## config.mk

```make
export PLATFORM = sky130hd
export DESIGN_NAME = alu_packet_sequencer
export DESIGN_NICKNAME = d
export VERILOG_FILES = /design/src/rtl/alu_pkg.sv /design/src/rtl/byte_packer.sv /design/src/rtl/alu_packet_sequencer.sv
export SDC_FILE = /design/constraint.sdc
export NUM_CORES = 1
export LEC_CHECK = 0
export BUFFER_PORTS_ARGS = -buffer_cell sky130_fd_sc_hd__buf_2
export CELL_PAD_IN_SITES_DETAIL_PLACEMENT = 2
export CELL_PAD_IN_SITES_GLOBAL_PLACEMENT = 2
export CORE_ASPECT_RATIO = 0.6
export CORE_MARGIN = 1.5
export CORE_UTILIZATION = 31
export CTS_BUF_LIST = sky130_fd_sc_hd__clkbuf_8
export DETAILED_ROUTE_END_ITERATION = 16
export GPL_TIMING_DRIVEN = 0
export MAX_ROUTING_LAYER = met4
export PLACE_DENSITY = 0.81
export SLEW_MARGIN = 20
export SYNTH_ARGS = -nofsm -noshare
export SYNTH_HDL_FRONTEND = slang
export SYNTH_HIERARCHICAL = 1
export SYNTH_SLANG_ARGS = --single-unit
```

## constraint.sdc

```tcl
create_clock -name clk_i -period 3.1 [get_ports clk_i]
set_clock_uncertainty 0.1 [all_clocks]
set_input_delay 0.775 -clock clk_i [delete_from_list [all_inputs] [get_ports clk_i]]
set_output_delay 0.775 -clock clk_i [all_outputs]
set_load 0.01 [all_outputs]
```

## src/rtl/alu_pkg.sv

```systemverilog
// rtl/alu_pkg.sv - shared constants and types for the ALU packet sequencer
package alu_pkg;

    localparam int DATA_WIDTH    = 8;
    localparam int HDR_BYTES     = 4;
    localparam int OPERAND_BYTES = 4;

    localparam logic [7:0] OP_ECHO = 8'hEC;
    localparam logic [7:0] OP_ADD  = 8'hAD;
    localparam logic [7:0] OP_MUL  = 8'h88;

    typedef enum logic [2:0] {
        HDR,
        ECHO,
        LOAD,
        REQ,
        WAIT,
        RESULT,
        DRAIN
    } state_e;

    typedef enum logic {
        ALU_ADD,
        ALU_MUL
    } alu_op_e;

endpackage

```

## src/rtl/byte_packer.sv

```systemverilog
// rtl/byte_packer.sv - little-endian 4-byte shift-in / serialise-out word register
module byte_packer
    import alu_pkg::*;
(
    input  logic                  clk_i,
    input  logic                  reset_i,
    input  logic                  clear_i,
    input  logic                  shift_i,
    input  logic                  load_i,
    input  logic                  advance_i,
    input  logic [DATA_WIDTH-1:0] byte_i,
    input  logic [31:0]           word_i,
    output logic [31:0]           word_o,
    output logic [31:0]           shifted_word_o,
    output logic [DATA_WIDTH-1:0] byte_o,
    output logic                  last_o
);

    logic [1:0]  idx_q, idx_d;
    logic [31:0] word_q, word_d;

    // Next word/index: a parallel load wins, then clear, then shift-in, then serialise advance
    always_comb begin
        shifted_word_o = word_q;
        shifted_word_o[{idx_q, 3'b000} +: 8] = byte_i;
        word_d = word_q;
        idx_d  = idx_q;
        if (load_i) begin
            word_d = word_i;
            idx_d  = 2'd0;
        end else if (clear_i) begin
            idx_d  = 2'd0;
        end else if (shift_i) begin
            word_d = shifted_word_o;
            idx_d  = idx_q + 2'd1;
        end else if (advance_i) begin
            idx_d  = idx_q + 2'd1;
        end
    end

    // Word and shared byte index registers
    always_ff @(posedge clk_i) begin
        if (reset_i) begin
            word_q <= '0;
            idx_q  <= '0;
        end else begin
            word_q <= word_d;
            idx_q  <= idx_d;
        end
    end

    assign word_o = word_q;
    assign byte_o = word_q[{idx_q, 3'b000} +: 8];
    assign last_o = (idx_q == 2'(OPERAND_BYTES - 1));

endmodule

```

## src/rtl/alu_packet_sequencer.sv

```systemverilog
// rtl/alu_packet_sequencer.sv - packet parser sequencing operands through an external ALU
module alu_packet_sequencer
    import alu_pkg::*;
(
    input  logic                  clk_i,
    input  logic                  reset_i,
    input  logic [DATA_WIDTH-1:0] rx_tdata_i,
    input  logic                  rx_tvalid_i,
    output logic                  rx_tready_o,
    output logic [DATA_WIDTH-1:0] tx_tdata_o,
    output logic                  tx_tvalid_o,
    input  logic                  tx_tready_i,
    output logic                  alu_op_o,
    output logic [31:0]           alu_a_o,
    output logic [31:0]           alu_b_o,
    output logic                  alu_valid_o,
    input  logic                  alu_ready_i,
    input  logic [31:0]           alu_result_i,
    input  logic                  alu_result_valid_i,
    output logic                  drop_o
);

    state_e          state_q, state_d;
    logic [1:0]      hdr_cnt_q, hdr_cnt_d;
    logic [7:0]      opcode_q, opcode_d;
    logic [7:0]      len_lo_q, len_lo_d;
    logic [15:0]     rem_q, rem_d;
    logic            first_q, first_d;
    alu_op_e         op_q, op_d;
    logic [31:0]     acc_q, acc_d;
    logic [7:0]      echo_data_q, echo_data_d;
    logic            echo_valid_q, echo_valid_d;
    logic            drop_q, drop_d;

    logic            rx_ready;
    logic            rx_fire;
    logic [15:0]     hdr_len;

    logic            pk_clear, pk_shift, pk_load, pk_advance;
    logic [31:0]     pk_word_in, pk_word, pk_shifted;
    logic [7:0]      pk_byte;
    logic            pk_last;

    byte_packer u_packer (
        .clk_i          (clk_i),
        .reset_i        (reset_i),
        .clear_i        (pk_clear),
        .shift_i        (pk_shift),
        .load_i         (pk_load),
        .advance_i      (pk_advance),
        .byte_i         (rx_tdata_i),
        .word_i         (pk_word_in),
        .word_o         (pk_word),
        .shifted_word_o (pk_shifted),
        .byte_o         (pk_byte),
        .last_o         (pk_last)
    );

    // RX readiness per state; echo stops accepting once its payload is in and waits for TX to drain
    always_comb begin
        rx_ready = 1'b0;
        case (state_q)
            HDR, LOAD, DRAIN: rx_ready = 1'b1;
            ECHO:             rx_ready = (rem_q != 16'd0) && (tx_tready_i || !echo_valid_q);
            default:          rx_ready = 1'b0;
        endcase
        rx_fire = rx_tvalid_i && rx_ready;
        hdr_len = {rx_tdata_i, len_lo_q};
    end

    // Next-state and datapath updates for the packet FSM
    always_comb begin
        state_d      = state_q;
        hdr_cnt_d    = hdr_cnt_q;
        opcode_d     = opcode_q;
        len_lo_d     = len_lo_q;
        rem_d        = rem_q;
        first_d      = first_q;
        op_d         = op_q;
        acc_d        = acc_q;
        echo_data_d  = echo_data_q;
        echo_valid_d = echo_valid_q;
        drop_d       = 1'b0;
        pk_clear     = 1'b0;
        pk_shift     = 1'b0;
        pk_load      = 1'b0;
        pk_advance   = 1'b0;
        pk_word_in   = acc_q;

        if (echo_valid_q && tx_tready_i) begin
            echo_valid_d = 1'b0;
        end

        case (state_q)
            HDR: begin
                if (rx_fire) begin
                    hdr_cnt_d = hdr_cnt_q + 2'd1;
                    case (hdr_cnt_q)
                        2'd0: opcode_d = rx_tdata_i;
                        2'd2: len_lo_d = rx_tdata_i;
                        2'd3: begin
                            rem_d = hdr_len - 16'(HDR_BYTES);
                            if (opcode_q == OP_ECHO && hdr_len >= 16'(HDR_BYTES)) begin
                                state_d = (hdr_len == 16'(HDR_BYTES)) ? HDR : ECHO;
                            end else if ((opcode_q == OP_ADD || opcode_q == OP_MUL) &&
                                         hdr_len >= 16'd8 && hdr_len[1:0] == 2'b00) begin
                                state_d  = LOAD;
                                first_d  = 1'b1;
                                op_d     = (opcode_q == OP_MUL) ? ALU_MUL : ALU_ADD;
                                pk_clear = 1'b1;
                            end else begin
                                drop_d  = 1'b1;
                                state_d = (hdr_len <= 16'(HDR_BYTES)) ? HDR : DRAIN;
                            end
                        end
                        default: ;
                    endcase
                end
            end
            ECHO: begin
                if (rx_fire) begin
                    echo_data_d  = rx_tdata_i;
                    echo_valid_d = 1'b1;
                    rem_d        = rem_q - 16'd1;
                end
                if (rem_q == 16'd0 && (!echo_valid_q || tx_tready_i)) begin
                    state_d = HDR;
                end
            end
            LOAD: begin
                if (rx_fire) begin
                    pk_shift = 1'b1;
                    rem_d    = rem_q - 16'd1;
                    if (pk_last) begin
                        if (first_q) begin
                            // First operand seeds the accumulator without an ALU trip
                            acc_d   = pk_shifted;
                            first_d = 1'b0;
                            if (rem_q == 16'd1) begin
                                state_d    = RESULT;
                                pk_load    = 1'b1;
                                pk_word_in = pk_shifted;
                            end
                        end else begin
                            state_d = REQ;
                        end
                    end
                end
            end
            REQ: begin
                if (alu_ready_i) begin
                    state_d = WAIT;
                end
            end
            WAIT: begin
                if (alu_result_valid_i) begin
                    acc_d = alu_result_i;
                    if (rem_q != 16'd0) begin
                        state_d = LOAD;
                    end else begin
                        state_d    = RESULT;
                        pk_load    = 1'b1;
                        pk_word_in = alu_result_i;
                    end
                end
            end
            RESULT: begin
                if (tx_tready_i) begin
                    pk_advance = 1'b1;
                    if (pk_last) begin
                        state_d = HDR;
                    end
                end
            end
            DRAIN: begin
                if (rx_fire) begin
                    rem_d = rem_q - 16'd1;
                    if (rem_q == 16'd1) begin
                        state_d = HDR;
                    end
                end
            end
            default: state_d = HDR;
        endcase
    end

    // FSM state and datapath registers
    always_ff @(posedge clk_i) begin
        if (reset_i) begin
            state_q      <= HDR;
            hdr_cnt_q    <= '0;
            opcode_q     <= '0;
            len_lo_q     <= '0;
            rem_q        <= '0;
            first_q      <= 1'b0;
            op_q         <= ALU_ADD;
            acc_q        <= '0;
            echo_data_q  <= '0;
            echo_valid_q <= 1'b0;
            drop_q       <= 1'b0;
        end else begin
            state_q      <= state_d;
            hdr_cnt_q    <= hdr_cnt_d;
            opcode_q     <= opcode_d;
            len_lo_q     <= len_lo_d;
            rem_q        <= rem_d;
            first_q      <= first_d;
            op_q         <= op_d;
            acc_q        <= acc_d;
            echo_data_q  <= echo_data_d;
            echo_valid_q <= echo_valid_d;
            drop_q       <= drop_d;
        end
    end

    // Handshake outputs are masked by reset so pending valids vanish as soon as reset is raised
    assign rx_tready_o = !reset_i && rx_ready;
    assign tx_tvalid_o = !reset_i && ((state_q == RESULT) || echo_valid_q);
    assign tx_tdata_o  = (state_q == RESULT) ? pk_byte : echo_data_q;
    assign alu_valid_o = !reset_i && (state_q == REQ);
    assign alu_op_o    = (op_q == ALU_MUL);
    assign alu_a_o     = acc_q;
    assign alu_b_o     = pk_word;
    assign drop_o      = !reset_i && drop_q;

endmodule
```

# ---- Word-level counts from Yosys, hierarchy flattened
# Cells that the tools add are included.
dict set report word_totals {
  regBits 115
  latchBits 0
  mem_bits_rw 0
  rom_bits 0
  word_cells 170
  mem_count 0
}
dict set report classes {
  addsub 5
  mul 0
  div 0
  n_lt_le_gt_ge 3
  n_eq_ne 31
  shifts 3
  n_mux 71
  bitwise 4
  n_reduce_logical 40
}
# operator n
set ops {}
lappend ops {{32-bit 2-to-1 mux} 13}
lappend ops {{32-bit one-hot mux with 2 select lines} 2}
lappend ops {{3-bit 2-to-1 mux} 17}
lappend ops {{16-bit 2-to-1 mux} 3}
lappend ops {{32-bit bitwise mux} 1}
lappend ops {{16-bit one-hot mux with 2 select lines} 1}
lappend ops {{8-bit by 7-bit variable shift with 32-bit output, first input constant} 1}
lappend ops {{32-bit by 6-bit variable part select with 8-bit output} 1}
lappend ops {{8-bit by 7-bit variable part select with 32-bit output} 1}
lappend ops {{1-bit 2-to-1 mux} 27}
lappend ops {{2-bit != test, second input constant} 13}
lappend ops {{8-bit equality test, second input constant} 3}
lappend ops {{3-bit one-hot mux with 7 select lines} 1}
lappend ops {{16-bit by 1-bit equality test with 1-bit output, second input constant} 1}
lappend ops {{16-bit by 3-bit equality test with 1-bit output, second input constant} 1}
lappend ops {{16-bit by 3-bit >= comparator with 1-bit output, second input constant} 1}
lappend ops {{16-bit by 4-bit >= comparator with 1-bit output, second input constant} 1}
lappend ops {{16-bit by 3-bit <= comparator with 1-bit output, second input constant} 1}
lappend ops {{16-bit logical NOT} 1}
lappend ops {{16-bit nonzero test} 1}
lappend ops {{16-bit by 1-bit subtractor with 16-bit output, second input constant} 1}
lappend ops {{16-bit by 3-bit subtractor with 16-bit output, second input constant} 1}
lappend ops {{12-bit AND reduction} 1}
lappend ops {{1-bit logical AND} 11}
lappend ops {{24 further kinds} 52}

# ---- Depth between registers and ports, before layout
# Gate-level depths: netlist of run 1.
dict set report logic_depth {
  depth_word 11
  ltp_mapped 13
  ltp_nobuf 10
}

# ---- By module
# The synthesis of run 1 kept the hierarchy.
# module instances cells_each area_each_um2
set by_module_without_submodules {}
lappend by_module_without_submodules {alu_packet_sequencer 1 666 5246.3}
lappend by_module_without_submodules {byte_packer 1 303 2463.6}

# ---- Least setup slack after synthesis of run 1
# Ideal clock, no wire load.
dict set report synth_path {
  kind {input port to flip-flop}
  start {input port rx_tdata_i[3]}
  end {register u_packer.word_q[19] (netlist: u_packer/word_o[19])}
  arrival_time_ps 2780
  required_time_ps 2924
  slack_ps 144
  stages 11
  path_buffers 4
  cell_sequence {buf_2 -> nor4_1 -> and4b_1 -> buf_4 -> a21oi_2 -> and4_2 -> nand2b_1 -> buf_6 -> or3_4 -> buf_6 -> o22ai_1}
}
dict set report synth_via {
  elab_chain_len 10
}
# item line_no
set synth_lines {}
lappend synth_lines {{from (decl)} alu_packet_sequencer.sv:7} ;# input logic [DATA_WIDTH-1:0] rx_tdata_i,
lappend synth_lines {{16-bit by 4-bit >= comparator with 1-bit output} alu_packet_sequencer.sv:106} ;# hdr_len >= 16'd8 && hdr_len[1:0] == 2'b00) begin
lappend synth_lines {{1-bit logical AND} alu_packet_sequencer.sv:105} ;# end else if ((opcode_q == OP_ADD || opcode_q == OP_MUL) &&
lappend synth_lines {{1-bit logical AND} alu_packet_sequencer.sv:106}
lappend synth_lines {{1-bit 2-to-1 mux} alu_packet_sequencer.sv:105}
lappend synth_lines {{1-bit 2-to-1 mux *} alu_packet_sequencer.sv:103} ;# if (opcode_q == OP_ECHO && hdr_len >= 16'(HDR_BYTES)) begin
lappend synth_lines {{1-bit 2-to-1 mux *} alu_packet_sequencer.sv:98} ;# case (hdr_cnt_q)
lappend synth_lines {{1-bit 2-to-1 mux *} alu_packet_sequencer.sv:96} ;# if (rx_fire) begin
lappend synth_lines {{1-bit 2-to-1 mux *} alu_packet_sequencer.sv:94} ;# case (state_q)
lappend synth_lines {{named net pk_clear} alu_packet_sequencer.sv:39} ;# logic pk_clear, pk_shift, pk_load, pk_advance;
lappend synth_lines {{2-bit by 1-bit != test with 1-bit output (no line) *} -}
lappend synth_lines {{2-bit AND reduction (no line) *} -}
lappend synth_lines {{to (signal assigned)} byte_packer.sv:47} ;# word_q <= word_d;
lappend synth_lines {{to (decl)} byte_packer.sv:20} ;# logic [31:0] word_q, word_d;
# Mark *: on every way through the listed nets, which the timed path passes. The rest lies on a longest branch. The select of a mux whose other input is x is not followed.
# A chain may end at the register's enable or synchronous reset.

# ---- Worst setup path in the final report of run 1
dict set report layout_path {
  start {input port rx_tdata_i[4]}
  end {register u_packer.word_q[23] (netlist: u_packer/word_o[23])}
}
# Same word-level chain as after synthesis.

==> results of run 1 <==
through the flow:
stage	std cells	hold slack (ns)	total power [uW]	utilization (%)	setup slack (ns)
detailed placement	1413	0.383	2810	35.9	-0.849
CTS	1446	0.393	4220	37.8	0.00904
global placement	1413	0.360	2770	35.9	-0.697
floorplan	969	0.344	2370	-	0.144
finish	1449	0.389	4270	38.4	0.0253
global route	1449	0.421	4440	38.4	-0.0333
worst max path at each step:
| stage | startpoint | endpoint | slack [ns] | depth (start not counted) |
|---|---|---|---|---|
| global route | state_q[0] | u_packer/word_o[9] | -0.03 | 13 |
| finish | rx_tdata_i[4] | u_packer/word_o[23] | 0.03 | 12 |
| floorplan | rx_tdata_i[3] | u_packer/word_o[19] | 0.14 | 11 |
| CTS | state_q[1] | u_packer/word_o[25] | 0.009 | 11 |
| global placement | rx_tvalid_i | u_packer/word_o[27] | -0.70 | 11 |
| detailed placement | rx_tvalid_i | u_packer/word_o[26] | -0.85 | 11 |
final cells by class:
cell class	count	area, um^2
well taps	322	403
inverters	83	312
fillers	2801	15000
flip-flops and latches	115	2300
multi-input cells	686	4800
clock buffers	21	289
plain buffers	82	482
diodes	2	5.00
repair buffers	128	656
clock inverters	10	68.8
cell usage in the layout, fill, tap and decap left out, types with 17 or more instances in the layout:
master and n:
nand3_1 43, a211oi_1 47, mux2i_1 43, inv_1 88
nand2_1 50, nor2b_1 49, clkbuf_1 31, buf_2 135
a22oi_1 54, o22ai_1 21, o21ai_0 59, a21oi_1 31
clkbuf_8 23, dfxtp_1 113, a41oi_1 17, nor2_1 69
timing repair:
item                                   CTS  global route
pin swaps                                3             3
endpoints found under the hold margin    0             0
gates resized for setup                 27            42
setup buffers                            5             1
setup endpoints to repair               44            33
routing by layer:
metal	wire (um)	global-route usage (%)	vias to the layer above
met5	0	-	-
met4	703	8.10	0
met3	3240	7.74	51
met2	15500	39.5	401
met1	18700	44.2	4474
li1	-	-	3853
state kept, by name (all words and copies together) (netlist names):
register and flops:
hdr_cnt_q 2, echo_data_q 8, alu_op_o 1, rem_q 16, len_lo_q 8, u_packer/word_o 32, first_q 1, echo_valid_q 1
opcode_q 8, drop_q 1, alu_a_o 32, u_packer/idx_q 2, state_q 3
worst reg2reg max path, delay by kind of cell (launching register included):
family / cells / cell delay, ns
buffers and inverters: 5 / 1.30
and+or+nand+nor: 4 / 0.69
AOI/OAI and AO/OA: 4 / 0.58
DFF: 1 / 0.30
power groups by stage:
stage	combinational (uW)	sequential [uW]	clock, uW
after floorplan	706	1660	0
after global placement	1100	1680	0
after detailed placement	1130	1680	0
after CTS	1180	1650	1390
after global routing	1310	1670	1470
final	1230	1660	1380
cells by family (layout without fill, tap and decap cells):
kind of cell	count (synthesis)	count (layout)	share of synthesized area [%]
simple gates	302	302	21.1
compound gates	296	296	26.2
buf+inv	168	324	9.69
flops	115	115	29.9
mux	59	59	9.09
fa+ha+maj	15	15	2.43
xor+xnor	14	14	1.59
other cells	0	2	0
==> results.yml, run 1 <==
die:
  fp.dieH_um: 125
  placementRows: 44
  ios: 123
  initial_core_util_pct: 31.8
  die_area_um2: 25900
  fp.dieW_um: 207
  coreArea_um2: 24300
finish:
  fin_area_um2: 9320
  final_layout_size_suffix_gt1_share_pct: 22.5
  fin_nets: 1174
  synthToLayoutAreaGrowth_pct: 20.8
pwr:
  power_switching_uw: 1600
  pwr-share-seq_pct: 38.9
  p_int_uw: 2670
  p_per_area_nw_per_um2: 458
  power_leakage_uw: 0.00360
  power.share.clock_pct: 32.3
  p_comb_share_pct: 28.8
  ir_worst_vdd_mv: 0.207
  p_sw_share_pct: 37.4
cts:
  cts_buffers: 17
  cts_buffer_depth: 2
  insertion_delay_ns: 0.49
  htreeDepth: 4
  cts.sink_count: 115
  root_buffer: "clkbuf_8"
  cts_tree: "built"
  holdBufCountCts: 0
  cts.clk_slew.worst_paths_ns: 0.07
worst_setup_path:
  start_kind: "primary input"
  required_ns: 3.40
  path_max_fanout: 10
  cp_num_buf_inv: 5
  worstRegToRegCells: 13
  crit_arrival_ns: 3.38
  cp_top_family: "simple AND/OR/NAND/NOR gates"
  critical-path-slowest-cell: "or3_4"
  rr_startpoint: "state_q[0]"
  critPathMaxStageDelay_ns: 0.35
  timing.rr.end: "u_packer/word_o[9]"
  reg2reg_setup_slack_ns: 0.03
  crit_chain: "buf_2 > buf_4 > nor4_4 > and4b_1 > buf_4 > a31o_2 > and4_2 > nand2b_1 > buf_6 > or3_4 > buf_6 > o22ai_1"
  critical_path_class: "in2reg"
  end_kind: "flip-flop"
yosys:
  netlist_area_um2: 7710
  async_flop_share_pct: 0
  ys_types: 75
  yosysTopAreaCell: "dfxtp_1"
  synth-main-ff-cell: "dfxtp_1"
  synth_seq_cells: 115
  synthTopCellsByCount: "dfxtp_1 (115), inv_1 (83), nor2_1 (69)"
  netlist_instances: 969
  ys_top_cells_by_area: "dfxtp_1 (30%), mux2i_1 (5.6%), a22oi_1 (5.3%)"
  synth-seq-area-share_pct: 29.9
  synth.top_cell.area_share_pct: 29.9
  syn_nets: 1030
  synth-edff-count: 0
  synth-warning-count: 6
  syn_avg_cell_area_um2: 7.96
  yosysMostFrequentCell: "dfxtp_1"
route:
  antenna_left: 0
  drt_first_pass_iters: 6
  drt-initial-drc-count: 916
  drc: 0
  routed_wl_um: 38200
  via_count: 8779
  wl_per_cell_um: 26.4
  routed_via_density: 6.06
worst_hold_path:
  holdCritStartpoint: "opcode_q[4]"
  holdPathStages: 2
  hold_path.class: "reg2reg"
  holdPathEnd: "opcode_q[4]"
sta:
  rsz0062_at_grt: "yes"
  period_share_pct: 99.2
  slew_headroom_pct: 37.7
  hold_viol: 0
  tightest_slew_ns: 0.935
  finalSetupTns_ns: 0
  layout_min_cycle_time_ns: 3.07
  fmax_ghz: 0.325
  maxSlewViolCount: 0
  setup_viol: 0
global_route:
  grt_pass1_wl_um: 55500
  grt_pass1_vias: 8665
  grt_overflow: 0
  track_usage_pct: 30.0
  grt_max_degree: 20
  antenna_found_initial: 3
placed_design:
  hpwl_um: 28500
  dpl_cell_area_um2: 8720
  finalWeightedCongestion: 0.932
  portBuffers: 122
run_status:
  outcome: "finished clean"
run:
  max_cap_violations: 0
(Power assumes the default switching activity.)
==> run 2, diff against run 1 <==
==> constraint.sdc (replaced) <==
create_clock -name clk_i -period 2.5 [get_ports clk_i]
set_clock_uncertainty 0.1 [all_clocks]
set_input_delay 0.625 -clock clk_i [delete_from_list [all_inputs] [get_ports clk_i]]
set_output_delay 0.625 -clock clk_i [all_outputs]
set_load 0.01 [all_outputs]
==> run 2 against run 1 <==
Net effect: the flow now finishes with violations (negative setup slack); critical path depth did not move; die area is the same; utilization increased by 6.4 points; cell area grew 17%; first-iteration DRC count rose by 22%; setup slack lost 0.41 ns; largest power group unchanged; register-to-register slack got worse by 0.41 ns; total power is 36% higher; clock power up 30%; sequential share of layout area shrank 3.2 points; combinational power rose by 59%.
==> results.yml, run 2 (synthesis results as in run 1) <==
worst_setup_path:
  reg2reg_setup_slack_ns: -0.39
  end_kind: "flip-flop"
  crit_chain: "buf_12 > buf_16 > clkinvlp_4 > ha_1 > nor2_1 > clkbuf_4 > a41oi_2 > inv_1 > a22oi_1 > o21ai_0 > a22oi_2 > o22ai_2"
  start_kind: "flip-flop"
  critPathMaxStageDelay_ns: 0.39
  path_max_fanout: 10
  cp_top_family: "compound AO/OA/AOI/OAI gates"
  critical-path-slowest-cell: "dfxtp_4"
  critical_path_class: "reg2reg"
  required_ns: 2.75
  crit_arrival_ns: 3.14
  cp_num_buf_inv: 5
sta:
  tightest_slew_ns: 1.03
  fin_hold_ws_ns: 0.381
  layout_setup_ws_ns: -0.389
  setup_viol: 51
  fmax_ghz: 0.346
  layout_min_cycle_time_ns: 2.89
  hold_viol: 0
  period_share_pct: 116
  maxSlewViolCount: 0
  rsz0062_at_grt: "yes"
  finalSetupTns_ns: -11.41
  slew_headroom_pct: 31.6
finish:
  fin_nets: 1211
  final_layout_size_suffix_gt1_share_pct: 36.5
  synthToLayoutAreaGrowth_pct: 40.9
  mostFrequentLayoutCells: "buf_2 (118), dfxtp_1 (94), inv_1 (82)"
  instances_no_fill: 1486
  final_common_cell: "buf_2"
route:
  route.met2.wl_um: 21400
  met1Wirelength_um: 20100
  routed-wl-met3_um: 5210
  antenna_left: 0
  routed_via_density: 6.62
  routed_wl_um: 49300
  drt_first_pass_iters: 5
  via_count: 9840
  drt-initial-drc-count: 1120
  wl_per_cell_um: 33.2
  top_layer: "met4"
  drc: 0
die:
  ios: 123
  fp.dieW_um: 207
  fp.dieH_um: 125
  die_area_um2: 25900
  initial_core_util_pct: 31.8
  placementRows: 44
  coreArea_um2: 24300
worst_hold_path:
  hold_path.class: "in2reg"
run:
  max_cap_violations: 0
cts:
  root_buffer: "clkbuf_8"
  holdBufCountCts: 0
  htreeDepth: 4
  cts_buffer_depth: 2
  cts_buffers: 17
  cts.clk_slew.worst_paths_ns: 0.08
  cts_tree: "built"
  cts.sink_count: 115
  insertion_delay_ns: 0.53
global_route:
  grt_overflow: 0
  track_usage_pct: 37.2
  grt_max_degree: 17
  grt_pass1_vias: 10000
  antenna_found_initial: 1
  grt_pass1_wl_um: 67900
placed_design:
  hpwl_um: 28900
  portBuffers: 122
  finalWeightedCongestion: 0.966
  placed_cells: 1413
run_status:
  violations: "negative setup slack"
  outcome: "complete, but fails checks"
pwr:
  ir_worst_vdd_mv: 0.302
  power_leakage_uw: 0.00408
  p_per_area_nw_per_um2: 536
run 2: changes by cell type in the layout (fill, tap and decap cells not counted), moves of 13 or more:
| cell | before | now |
|---|---|---|
| dfxtp_1 | 113 | 94 |
| buf_2 | 135 | 118 |
| buf_4 | 15 | 40 |
| dfxtp_2 | 2 | 16 |
| o21ai_0 | 59 | 46 |
| a41oi_1 | 17 | 3 |
| clkbuf_1 | 31 | 17 |
| a22oi_1 | 54 | 34 |
| a22oi_2 | 0 | 20 |
| buf_6 | 10 | 24 |
run 2: cell type report:
type | count | area, um^2
Fill cell | 2601 | 13400
Multi-Input combinational cell | 686 | 5490
Sequential cell | 115 | 2340
Timing Repair Buffer | 169 | 1210
Buffer | 78 | 727
Tap cell | 322 | 403
Inverter | 83 | 322
Clock buffer | 21 | 289
Clock inverter | 10 | 68.8
Antenna cell | 2 | 5.00
run 2: worst paths after layout:
path / from / to / depth (start not counted)
worst min register to register: opcode_q[4] / opcode_q[4] / 2
worst min-delay path: alu_result_i[5] / alu_a_o[5] / 3
worst max-delay path: u_packer/idx_q[1] / u_packer/word_o[17] / 12
worst max register to register: u_packer/idx_q[1] / u_packer/word_o[17] / 12
run 2: routing by layer:
layer,vias up,global-route usage [%]
li1,3916,-
met1,5017,49.3
met2,698,53.2
met3,209,9.65
met4,0,15.3
met5,-,-
run 2: report_power, final:
group / leakage (uW) / switching [uW] / internal, uW
clock network: 0.000207 / 935 / 860
registers: 0.000941 / 153 / 1930
logic: 0.00293 / 1240 / 704
total: 0.00408 / 2330 / 3490
run 2: through the flow:
step	utilization [%]	total power [uW]	cell area [um^2]	worst slack (ns)
2_1_floorplan	-	2950	7760	-0.127
3_3_place_gp	36.2	3440	8780	-1.28
3_5_place_dp	36.2	3500	8780	-1.48
4_1_cts	42.7	5440	10400	-0.216
5_1_grt	44.7	5970	10900	-0.379
6_report	44.7	5820	10900	-0.389
run 2: what timing repair did:
item                                    CTS  global route
setup buffers                            27            14
pin swaps                                52            20
endpoints found under the setup margin   78            99
resized for setup                       214           108
cloned                                    7             1
run 2: worst register-to-register path: cells and delay by family, from the launching register on:
| family | cells | cell delay [ns] |
|---|---|---|
| AO/OA/AOI/OAI | 5 | 1.15 |
| buffers and inverters | 5 | 0.77 |
| flip-flops | 1 | 0.39 |
| adder cells (fa/ha/maj) | 1 | 0.25 |
| AND/OR/NAND/NOR | 1 | 0.09 |
